$ cat src/rtl/run_sequencer_pkg.sv
// Shared types and widths for the problem run sequencer.
package run_sequencer_pkg;

  localparam int CNT_W  = 16;
  localparam int PROB_W = 2;

  typedef logic [2:0] state_t;

  localparam logic [2:0] ST_IDLE   = 3'd0;
  localparam logic [2:0] ST_LAUNCH = 3'd1;
  localparam logic [2:0] ST_RUN    = 3'd2;
  localparam logic [2:0] ST_RECORD = 3'd3;
  localparam logic [2:0] ST_DONE   = 3'd4;

endpackage

$ cat src/rtl/run_sequencer_if.sv
// Host/CPU-facing signal bundle of the run sequencer; master is the sequencer side.
interface run_sequencer_if;
  import run_sequencer_pkg::*;

  logic              go;
  logic              cpu_halt;
  logic              cpu_start;
  logic [PROB_W-1:0] cpu_problem;
  logic              busy;
  logic              done;
  logic              result_valid;
  logic [PROB_W-1:0] result_problem;
  logic [CNT_W-1:0]  result_cycles;
  logic              result_timeout;
  logic [3:0]        timeout_mask;

  modport master (
    input  go, cpu_halt,
    output cpu_start, cpu_problem, busy, done,
           result_valid, result_problem, result_cycles, result_timeout, timeout_mask
  );

  modport slave (
    output go, cpu_halt,
    input  cpu_start, cpu_problem, busy, done,
           result_valid, result_problem, result_cycles, result_timeout, timeout_mask
  );

endinterface

$ cat src/rtl/run_sequencer_sat_counter.sv
// Up-counter with synchronous clear (dominant over enable) that sticks at all-ones.
module sat_counter
  import run_sequencer_pkg::*;
(
  input  logic             clk,
  input  logic             clr,
  input  logic             en,
  output logic [CNT_W-1:0] count
);

  logic [CNT_W-1:0] count_d, count_q;

  always_comb begin
    count_d = count_q;
    if (clr) begin
      count_d = '0;
    end else if (en && (count_q != '1)) begin
      count_d = count_q + CNT_W'(1);
    end
  end

  always_ff @(posedge clk) begin
    count_q <= count_d;
  end

  assign count = count_q;

endmodule

$ cat src/rtl/run_sequencer.sv
// Runs problems 0..NUM_PROBLEMS-1 on a CPU in turn: hold it in start for a fixed time,
// let it run until halt or timeout, and publish one result per problem.
module run_sequencer
  import run_sequencer_pkg::*;
#(
  parameter int NUM_PROBLEMS   = 3,
  parameter int START_CYCLES   = 2,
  parameter int TIMEOUT_CYCLES = 4096
) (
  input  logic            clk,
  input  logic            start,
  run_sequencer_if.master bus
);

  localparam logic [CNT_W-1:0]  LAUNCH_LAST = CNT_W'(START_CYCLES - 1);
  localparam logic [CNT_W-1:0]  TIMEOUT_LIM = CNT_W'(TIMEOUT_CYCLES);
  localparam logic [PROB_W-1:0] LAST_PROB   = PROB_W'(NUM_PROBLEMS - 1);

  state_t            state_d, state_q;
  logic [PROB_W-1:0] prob_d, prob_q;
  logic [PROB_W-1:0] res_prob_d, res_prob_q;
  logic [CNT_W-1:0]  res_cycles_d, res_cycles_q;
  logic              res_to_d, res_to_q;
  logic [3:0]        tmask_d, tmask_q;
  logic              enter_run;
  logic [CNT_W-1:0]  launch_cnt, run_cnt;
  logic              launch_clr, run_clr;

  // Run counter is pre-armed on the LAUNCH->RUN edge so it reads 1 in the first RUN cycle.
  assign launch_clr = start || (state_q != ST_LAUNCH);
  assign run_clr    = start || ((state_q != ST_RUN) && !enter_run);

  sat_counter u_launch_cnt (.clk(clk), .clr(launch_clr), .en(1'b1), .count(launch_cnt));
  sat_counter u_run_cnt    (.clk(clk), .clr(run_clr),    .en(1'b1), .count(run_cnt));

  always_comb begin
    state_d      = state_q;
    prob_d       = prob_q;
    res_prob_d   = res_prob_q;
    res_cycles_d = res_cycles_q;
    res_to_d     = res_to_q;
    tmask_d      = tmask_q;
    enter_run    = 1'b0;
    case (state_q)
      ST_IDLE, ST_DONE: begin
        if (bus.go) begin
          state_d = ST_LAUNCH;
          prob_d  = '0;
          tmask_d = '0;
        end
      end
      ST_LAUNCH: begin
        if (launch_cnt == LAUNCH_LAST) begin
          state_d   = ST_RUN;
          enter_run = 1'b1;
        end
      end
      ST_RUN: begin
        // Halt beats a simultaneous timeout.
        if (bus.cpu_halt || (run_cnt == TIMEOUT_LIM)) begin
          state_d      = ST_RECORD;
          res_prob_d   = prob_q;
          res_cycles_d = run_cnt;
          res_to_d     = !bus.cpu_halt;
          if (!bus.cpu_halt) begin
            tmask_d[prob_q] = 1'b1;
          end
        end
      end
      ST_RECORD: begin
        if (prob_q == LAST_PROB) begin
          state_d = ST_DONE;
        end else begin
          state_d = ST_LAUNCH;
          prob_d  = prob_q + PROB_W'(1);
        end
      end
      default: state_d = ST_IDLE;
    endcase
  end

  always_ff @(posedge clk) begin
    if (start) begin
      state_q      <= ST_IDLE;
      prob_q       <= '0;
      res_prob_q   <= '0;
      res_cycles_q <= '0;
      res_to_q     <= 1'b0;
      tmask_q      <= '0;
    end else begin
      state_q      <= state_d;
      prob_q       <= prob_d;
      res_prob_q   <= res_prob_d;
      res_cycles_q <= res_cycles_d;
      res_to_q     <= res_to_d;
      tmask_q      <= tmask_d;
    end
  end

  assign bus.cpu_start      = (state_q != ST_RUN);
  assign bus.cpu_problem    = prob_q;
  assign bus.busy           = (state_q == ST_LAUNCH) || (state_q == ST_RUN) || (state_q == ST_RECORD);
  assign bus.done           = (state_q == ST_DONE);
  assign bus.result_valid   = (state_q == ST_RECORD);
  assign bus.result_problem = res_prob_q;
  assign bus.result_cycles  = res_cycles_q;
  assign bus.result_timeout = res_to_q;
  assign bus.timeout_mask   = tmask_q;

endmodule

$ cat src/flat_wrapper.sv
// flat-port wrapper written by rule: the top's interface ports become plain ports
module run_sequencer_flat import run_sequencer_pkg::*;
#(
  parameter int NUM_PROBLEMS   = 3,
  parameter int START_CYCLES   = 2,
  parameter int TIMEOUT_CYCLES = 4096
)
  (clk, start, bus_go, bus_cpu_halt, bus_cpu_start, bus_cpu_problem, bus_busy, bus_done, bus_result_valid, bus_result_problem, bus_result_cycles, bus_result_timeout, bus_timeout_mask);
  run_sequencer_if bus_i ();
  input  logic clk;
  input  logic start;
  input wire logic [$bits(bus_i.go)-1:0] bus_go;
  input wire logic [$bits(bus_i.cpu_halt)-1:0] bus_cpu_halt;
  output wire logic [$bits(bus_i.cpu_start)-1:0] bus_cpu_start;
  output wire logic [$bits(bus_i.cpu_problem)-1:0] bus_cpu_problem;
  output wire logic [$bits(bus_i.busy)-1:0] bus_busy;
  output wire logic [$bits(bus_i.done)-1:0] bus_done;
  output wire logic [$bits(bus_i.result_valid)-1:0] bus_result_valid;
  output wire logic [$bits(bus_i.result_problem)-1:0] bus_result_problem;
  output wire logic [$bits(bus_i.result_cycles)-1:0] bus_result_cycles;
  output wire logic [$bits(bus_i.result_timeout)-1:0] bus_result_timeout;
  output wire logic [$bits(bus_i.timeout_mask)-1:0] bus_timeout_mask;
  assign bus_i.go = bus_go;
  assign bus_i.cpu_halt = bus_cpu_halt;
  assign bus_cpu_start = bus_i.cpu_start;
  assign bus_cpu_problem = bus_i.cpu_problem;
  assign bus_busy = bus_i.busy;
  assign bus_done = bus_i.done;
  assign bus_result_valid = bus_i.result_valid;
  assign bus_result_problem = bus_i.result_problem;
  assign bus_result_cycles = bus_i.result_cycles;
  assign bus_result_timeout = bus_i.result_timeout;
  assign bus_timeout_mask = bus_i.timeout_mask;
  run_sequencer #(.NUM_PROBLEMS(NUM_PROBLEMS), .START_CYCLES(START_CYCLES), .TIMEOUT_CYCLES(TIMEOUT_CYCLES)) u_core (.clk(clk), .start(start), .bus(bus_i));
endmodule
$ cat config.mk
export PLATFORM = sky130hd
export DESIGN_NAME = run_sequencer_flat
export DESIGN_NICKNAME = d
export VERILOG_FILES = /design/src/rtl/run_sequencer_pkg.sv /design/src/rtl/run_sequencer_if.sv /design/src/rtl/run_sequencer_sat_counter.sv /design/src/rtl/run_sequencer.sv /design/src/flat_wrapper.sv
export SDC_FILE = /design/constraint.sdc
export NUM_CORES = 1
export LEC_CHECK = 0
export BUFFER_PORTS_ARGS = -buffer_cell sky130_fd_sc_hd__buf_2
export CAP_MARGIN = 40
export CORE_ASPECT_RATIO = 2
export CORE_UTILIZATION = 40
export CTS_BUF_LIST = sky130_fd_sc_hd__clkbuf_16
export DETAILED_ROUTE_END_ITERATION = 16
export GPL_TIMING_DRIVEN = 0
export PLACE_DENSITY_LB_ADDON = 0.12
export SYNTH_ARGS = -nofsm -noshare
export SYNTH_HDL_FRONTEND = slang
export SYNTH_SLANG_ARGS = --single-unit
$ cat constraint.sdc
create_clock -name clk -period 2.1 [get_ports clk]
set_clock_uncertainty 0.2 [all_clocks]
set_input_delay 0.315 -clock clk [delete_from_list [all_inputs] [get_ports clk]]
set_output_delay 0.315 -clock clk [all_outputs]
set_load 0.02 [all_outputs]
* Word-level counts from Yosys, hierarchy flattened
Cells that the tools add are included.
** Word-level totals
- Register bits after elaboration :: 60
- Bits in latches :: 0
- RAM bits :: 0
- ROM bits :: 0
- Output and inout bits :: 29
- Logic and storage cells :: 63
- Memories kept :: 0
** Operators by class
- Add/sub/neg operators :: 3
- Multiply operators :: 0
- Divide/modulo/power cells :: 0
- $lt $le $gt $ge :: 2
- Equality and inequality tests :: 16
- Shift-type cells :: 0
- Multiplexer cells :: 16
- Bitwise operators :: 1
- Reductions and logical operators :: 17
** Operators by type and width (number)
- $add 16x1->16 const B :: 2
- $ne 16x16->1 const B :: 2
- $eq 16x1->1 const B :: 1
- $eq 16x13->1 const B :: 1
- $mux 3 :: 4
- $mux 4 :: 3
- $pmux 3 s4 :: 1
- $pmux 4 s2 :: 1
- $eq 3x2->1 const B :: 2
- $ne 2x2->1 const B :: 3
- $reduce_and 3->1 :: 2
- $logic_or 1x1->1 :: 5
- $mux 2 :: 2
- $ne 2x1->1 const B :: 2
- $or 4x4->4 :: 1
- $pmux 2 s2 :: 1
- $reduce_and 4->1 :: 1
- $reduce_bool 2->1 :: 2
- $eq 3x1->1 const B :: 1
- $eq 3x3->1 const B :: 1
- $logic_not 3->1 :: 1
- $lt 2x3->1 const B :: 1
- $mux 1 :: 3
- $ne 3x1->1 const B :: 1
- 9 further kinds :: 11

* Logic depth before layout (Yosys ltp)
- Word-level depth :: 8
- Depth in mapped cells :: 8
- Mapped depth without buffers :: 6

* By module
Synthesis repeated with hierarchy kept, for this count alone.
** Second synthesis, totals
- Cell total of the unflattened synthesis :: 345
- Area, all modules :: 3019.1 µm²
** By module, submodules not included
- sat_counter :: instances 2, cells an instance 99, area an instance 848.3 µm², seq. area each 320.3 µm²
- run_sequencer :: instances 1, cells an instance 147, area an instance 1322.5 µm², seq. area each 560.5 µm²

* Least setup slack after synthesis
Ideal clock, no wire load.
- Path type :: register to register
- Start :: register u_core.u_run_cnt.count_q[1], in the netlist u_core.u_run_cnt.count[1]
- End :: register u_core.u_run_cnt.count_q[11], in the netlist u_core.u_run_cnt.count[11]
- Setup time :: 0.088 ns
- Data arrival time :: 1.645 ns
- Setup slack :: 0.167 ns
- Stages on the path, launching flop included :: 6
- Clock period less this slack :: 1.933 ns
- Cells stage by stage :: dfxtp_1 > ha_1 > nand4_2 > nor4_4 > and3b_1 > nor4_2
** Between the ends
- Word-level cells in the longest chain between the ends :: 1
- Elaborated cells between the ends (all ways) :: 2
** RTL lines
- from (decl) :: RTL line run_sequencer_sat_counter.sv:11 : logic [CNT_W-1:0] count_d, count_q;
- from (signal assigned) :: RTL line run_sequencer_sat_counter.sv:23 : count_q <= count_d;
- $add 16x1->16 / $ne 16x16->1 (equally long branches) :: RTL line run_sequencer_sat_counter.sv:18, run_sequencer_sat_counter.sv:17
Parallel ways exist; a longest one is shown, timed or not.
A chain may end at the register's enable or synchronous reset.

* Worst setup path in the final report
- Start :: register u_core.u_run_cnt.count_q[2], in the netlist u_core.u_run_cnt.count[2]
- End :: register u_core.u_run_cnt.count_q[13], in the netlist u_core.u_run_cnt.count[13]
The elaborated chain is that of the path after synthesis.

==> impl_metrics.env <==
export IMPL_core_area_um2=7540
export IMPL_gr_usage_met2_pct=41.3
export IMPL_numCtsBuffers=9
export IMPL_fin_crit_sh_pct=98.4
export IMPL_grt_max_degree=12
export IMPL_crit_buf_inv=1
export IMPL_crit_chain="buf_2 > nand3_1 > nor4_4 > nor4bb_1 > nor4_2"
export IMPL_layout_common_cells="dfxtp_1, nand2_1, buf_2"
export IMPL_synth_edf_count=0
export IMPL_routed_wirelength_mm=8.30
export IMPL_clk_latency_ps=340
export IMPL_ir_worst_vdd_v=0.000465
export IMPL_total_leakage_power_nw=1.37
export IMPL_r2r_end="u_core.u_run_cnt.count[13]$_SDFFE_PP0P_"
export IMPL_endpoint="u_core.u_run_cnt.count[13]$_SDFFE_PP0P_"
export IMPL_cpLargestDelayFamily="simple AND/OR/NAND/NOR gates"
export IMPL_timing_fmax_mhz=484
export IMPL_fin_nets=413
export IMPL_start_kind="flip-flop"
export IMPL_grt_met3_usage_pct=4.05
export IMPL_post_route_util_pct=50.1
export IMPL_critical_path_class="reg2reg"
export IMPL_rows=45
export IMPL_drive_gt1_share_pct=22.9
export IMPL_initial_core_util_pct=41.4
export IMPL_r2r_start="u_core.u_run_cnt.count[2]$_SDFFE_PP0P_"
export IMPL_grt_overflow=0
export IMPL_path_depth=5
export IMPL_antenna_found_initial=0
export IMPL_syn_to_final_growth_pct=21.0
export IMPL_ys_seq_area_share_pct=38.5
export IMPL_clockRootBuffer="clkbuf_16"
export IMPL_status="finished, final reports clean"
export IMPL_grt_pass1_vias=2728
export IMPL_maxCapViolCount=0
export IMPL_holdCritStartpoint="start"
export IMPL_powerDensity_nw_per_um2=719
export IMPL_cp_data_arrival_time_ps=2060
export IMPL_synth_area_leader_cell="dfxtp_1"
export IMPL_grt_pass1_wl_mm=13.3
export IMPL_ys_seq_elements=60
export IMPL_synthDistinctLibCells=58
export IMPL_max_stage_delay_ps=400
export IMPL_worstPathMaxFanout=9
export IMPL_layout_commonest_cell="dfxtp_1"
export IMPL_syn_area_um2=3120
export IMPL_yosysWarnings=0
export IMPL_clock_sinks=60
export IMPL_hold_path_class="in2reg"
export IMPL_detail_route_iter0_violations=129
export IMPL_h_tree_depth=3
export IMPL_finalSetupViolCount=0
export IMPL_period_needed_ps=2070
export IMPL_grt_util_met1_pct=19.3
export IMPL_hpwl_mm=6.32
export IMPL_ys_async_sr_fraction_pct=0
export IMPL_die_height_um=127
export IMPL_slowest_stage="nor4bb_1"
export IMPL_synth_top_area_share_pct=38.5
export IMPL_power_mw=2.72
export IMPL_cts_path_max_buffers=2
export IMPL_ys_flop_type="dfxtp_1"
export IMPL_syn_area_per_cell_um2=8.82
export IMPL_clkTransAtPathRegs_ps=50
export IMPL_io_buffers=31
export IMPL_drc=0
export IMPL_relSlewSlack_pct=61.4
export IMPL_hold_viol=0
export IMPL_synth_nets=366
export IMPL_cp_end_kind="flip-flop"
export IMPL_first_pass_iters=5
export IMPL_rsz0062_at_grt="yes"
export IMPL_r2r_cells=5
export IMPL_routed_via_count=2829
export IMPL_worst_pin_slew_ps=578
export IMPL_tns_ps=0
export IMPL_via_per_inst=5.66
export IMPL_synth_area_top_cells="dfxtp_1, mux2i_1, nand2_1, ha_1, a21oi_1"
export IMPL_diodes=0
export IMPL_routedWlPerCell_um=16.6
export IMPL_place_gp_congestion=0.778
export IMPL_r2r_setup_slack_ps=30
export IMPL_io_pin_count=33
export IMPL_dieArea_um2=8180
export IMPL_groute_usage_overall_pct=21.8
export IMPL_ant_nets=0
export IMPL_fp_dieW_um=64.5
export IMPL_netlist_instances=354
export IMPL_globalRoute_busiestLayer="met2"
export IMPL_drv_slew=0
export IMPL_cts_tree="done"
export IMPL_worstSetupStartpoint="u_core.u_run_cnt.count[2]$_SDFFE_PP0P_"
export IMPL_worstPathRequired_ps=2090
-- worst min-delay path by stage --
stage | endpoint | slack [ps] | cells past startpoint
after global placement | u_core.bus.result_cycles[3]$_SDFFE_PP0P_ | 240 | 2
after detailed placement | u_core.bus.result_cycles[6]$_SDFFE_PP0P_ | 250 | 2
final | u_core.bus.cpu_problem[1]$_SDFFE_PP0P_ | 70 | 2
after floorplan | u_core.u_launch_cnt.count[5]$_SDFFE_PP0P_ | 250 | 2
after CTS | u_core.bus.cpu_problem[1]$_SDFFE_PP0P_ | 60 | 2
after global routing | u_core.bus.cpu_problem[1]$_SDFFE_PP0P_ | 80 | 2
-- flip-flops by register name, indices dropped and copies added, names as in the netlist --
name	cells
u_core.bus.cpu_problem	2
u_core.bus.result_problem	2
u_core.u_launch_cnt.count	16
u_core.state_q	3
u_core.bus.result_cycles	16
u_core.bus.result_timeout	1
u_core.u_run_cnt.count	16
u_core.bus.timeout_mask	4
-- synth_stat cells (4+ instances only) --
cell type / count
a21oi_1: 15
and4_1: 5
nor4_1: 12
buf_2: 7
dfxtp_1: 60
and2_1: 4
nor3_1: 12
nor4b_1: 4
mux2i_1: 23
inv_1: 10
o21ai_0: 11
a22o_1: 4
ha_1: 8
nand4_1: 10
nand2_1: 57
nor4_2: 5
nor2_1: 15
nand2b_1: 6
clkbuf_1: 6
a31oi_1: 5
buf_6: 6
nand3_1: 10
a211oi_1: 8
a2111o_1: 4
-- power breakdown --
group | total (mW) | leakage (nW) | switching (mW) | internal [mW]
combinational | 0.113 | 0.752 | 0.0736 | 0.0397
clock | 1.45 | 0.136 | 0.543 | 0.910
sequential | 1.15 | 0.484 | 0.00669 | 1.14
total | 2.72 | 1.37 | 0.623 | 2.09
-- through the flow --
stage / hold WS, ps / instances / cell area, µm² / worst slack, ps
floorplan: 252 / 354 / 3120 / 167
global placement: 242 / 479 / 3390 / -165
detailed placement: 247 / 479 / 3390 / -167
CTS: 61.1 / 500 / 3750 / 13.5
global route: 78.4 / 500 / 3780 / -127
finish: 65.4 / 500 / 3780 / 33.3
-- final cells by class --
class	instances	area, µm²
buffer	23	155
clock buffer	9	225
clock inverter	7	68.8
fill	747	3770
inverter	11	41.3
multi-input combinational	260	1780
sequential	60	1200
tap	94	118
timing repair buffer	36	193
-- timing repair --
item                                   4_1_cts  5_1_grt
setup endpoints to repair                   24       38
setup buffers                                5        0
hold buffers                                 0        0
resized for setup                            5        5
endpoints found under the hold margin        0        0
pin swaps                                    2        1
gates cloned                                 0        0
-- worst register-to-register path, delay by kind of cell (launching register included) --
family	cells	cell delay [ps]
buffers and inverters	1	220
flip-flops	1	300
AND/OR/NAND/NOR	4	1200
-- per-layer routing --
metal	wire (µm)	vias up	part of all wire [%]
li1	-	1399	-
met1	2900	1332	35
met2	4760	65	57
met3	227	33	2.7
met4	410	0	4.9
met5	0	-	0
-- cell families after synthesis --
group / count (synthesis) / synth area share [%]
AND/OR/NAND/NOR: 165 / 30.3
multiplexers: 24 / 7.74
adder cells (fa/ha/maj): 8 / 3.21
AO/OA/AOI/OAI: 62 / 13.8
buffers and inverters: 34 / 6.13
XOR/XNOR: 1 / 0.281
flip-flops: 60 / 38.5
Power figures use the tool's default switching activity.
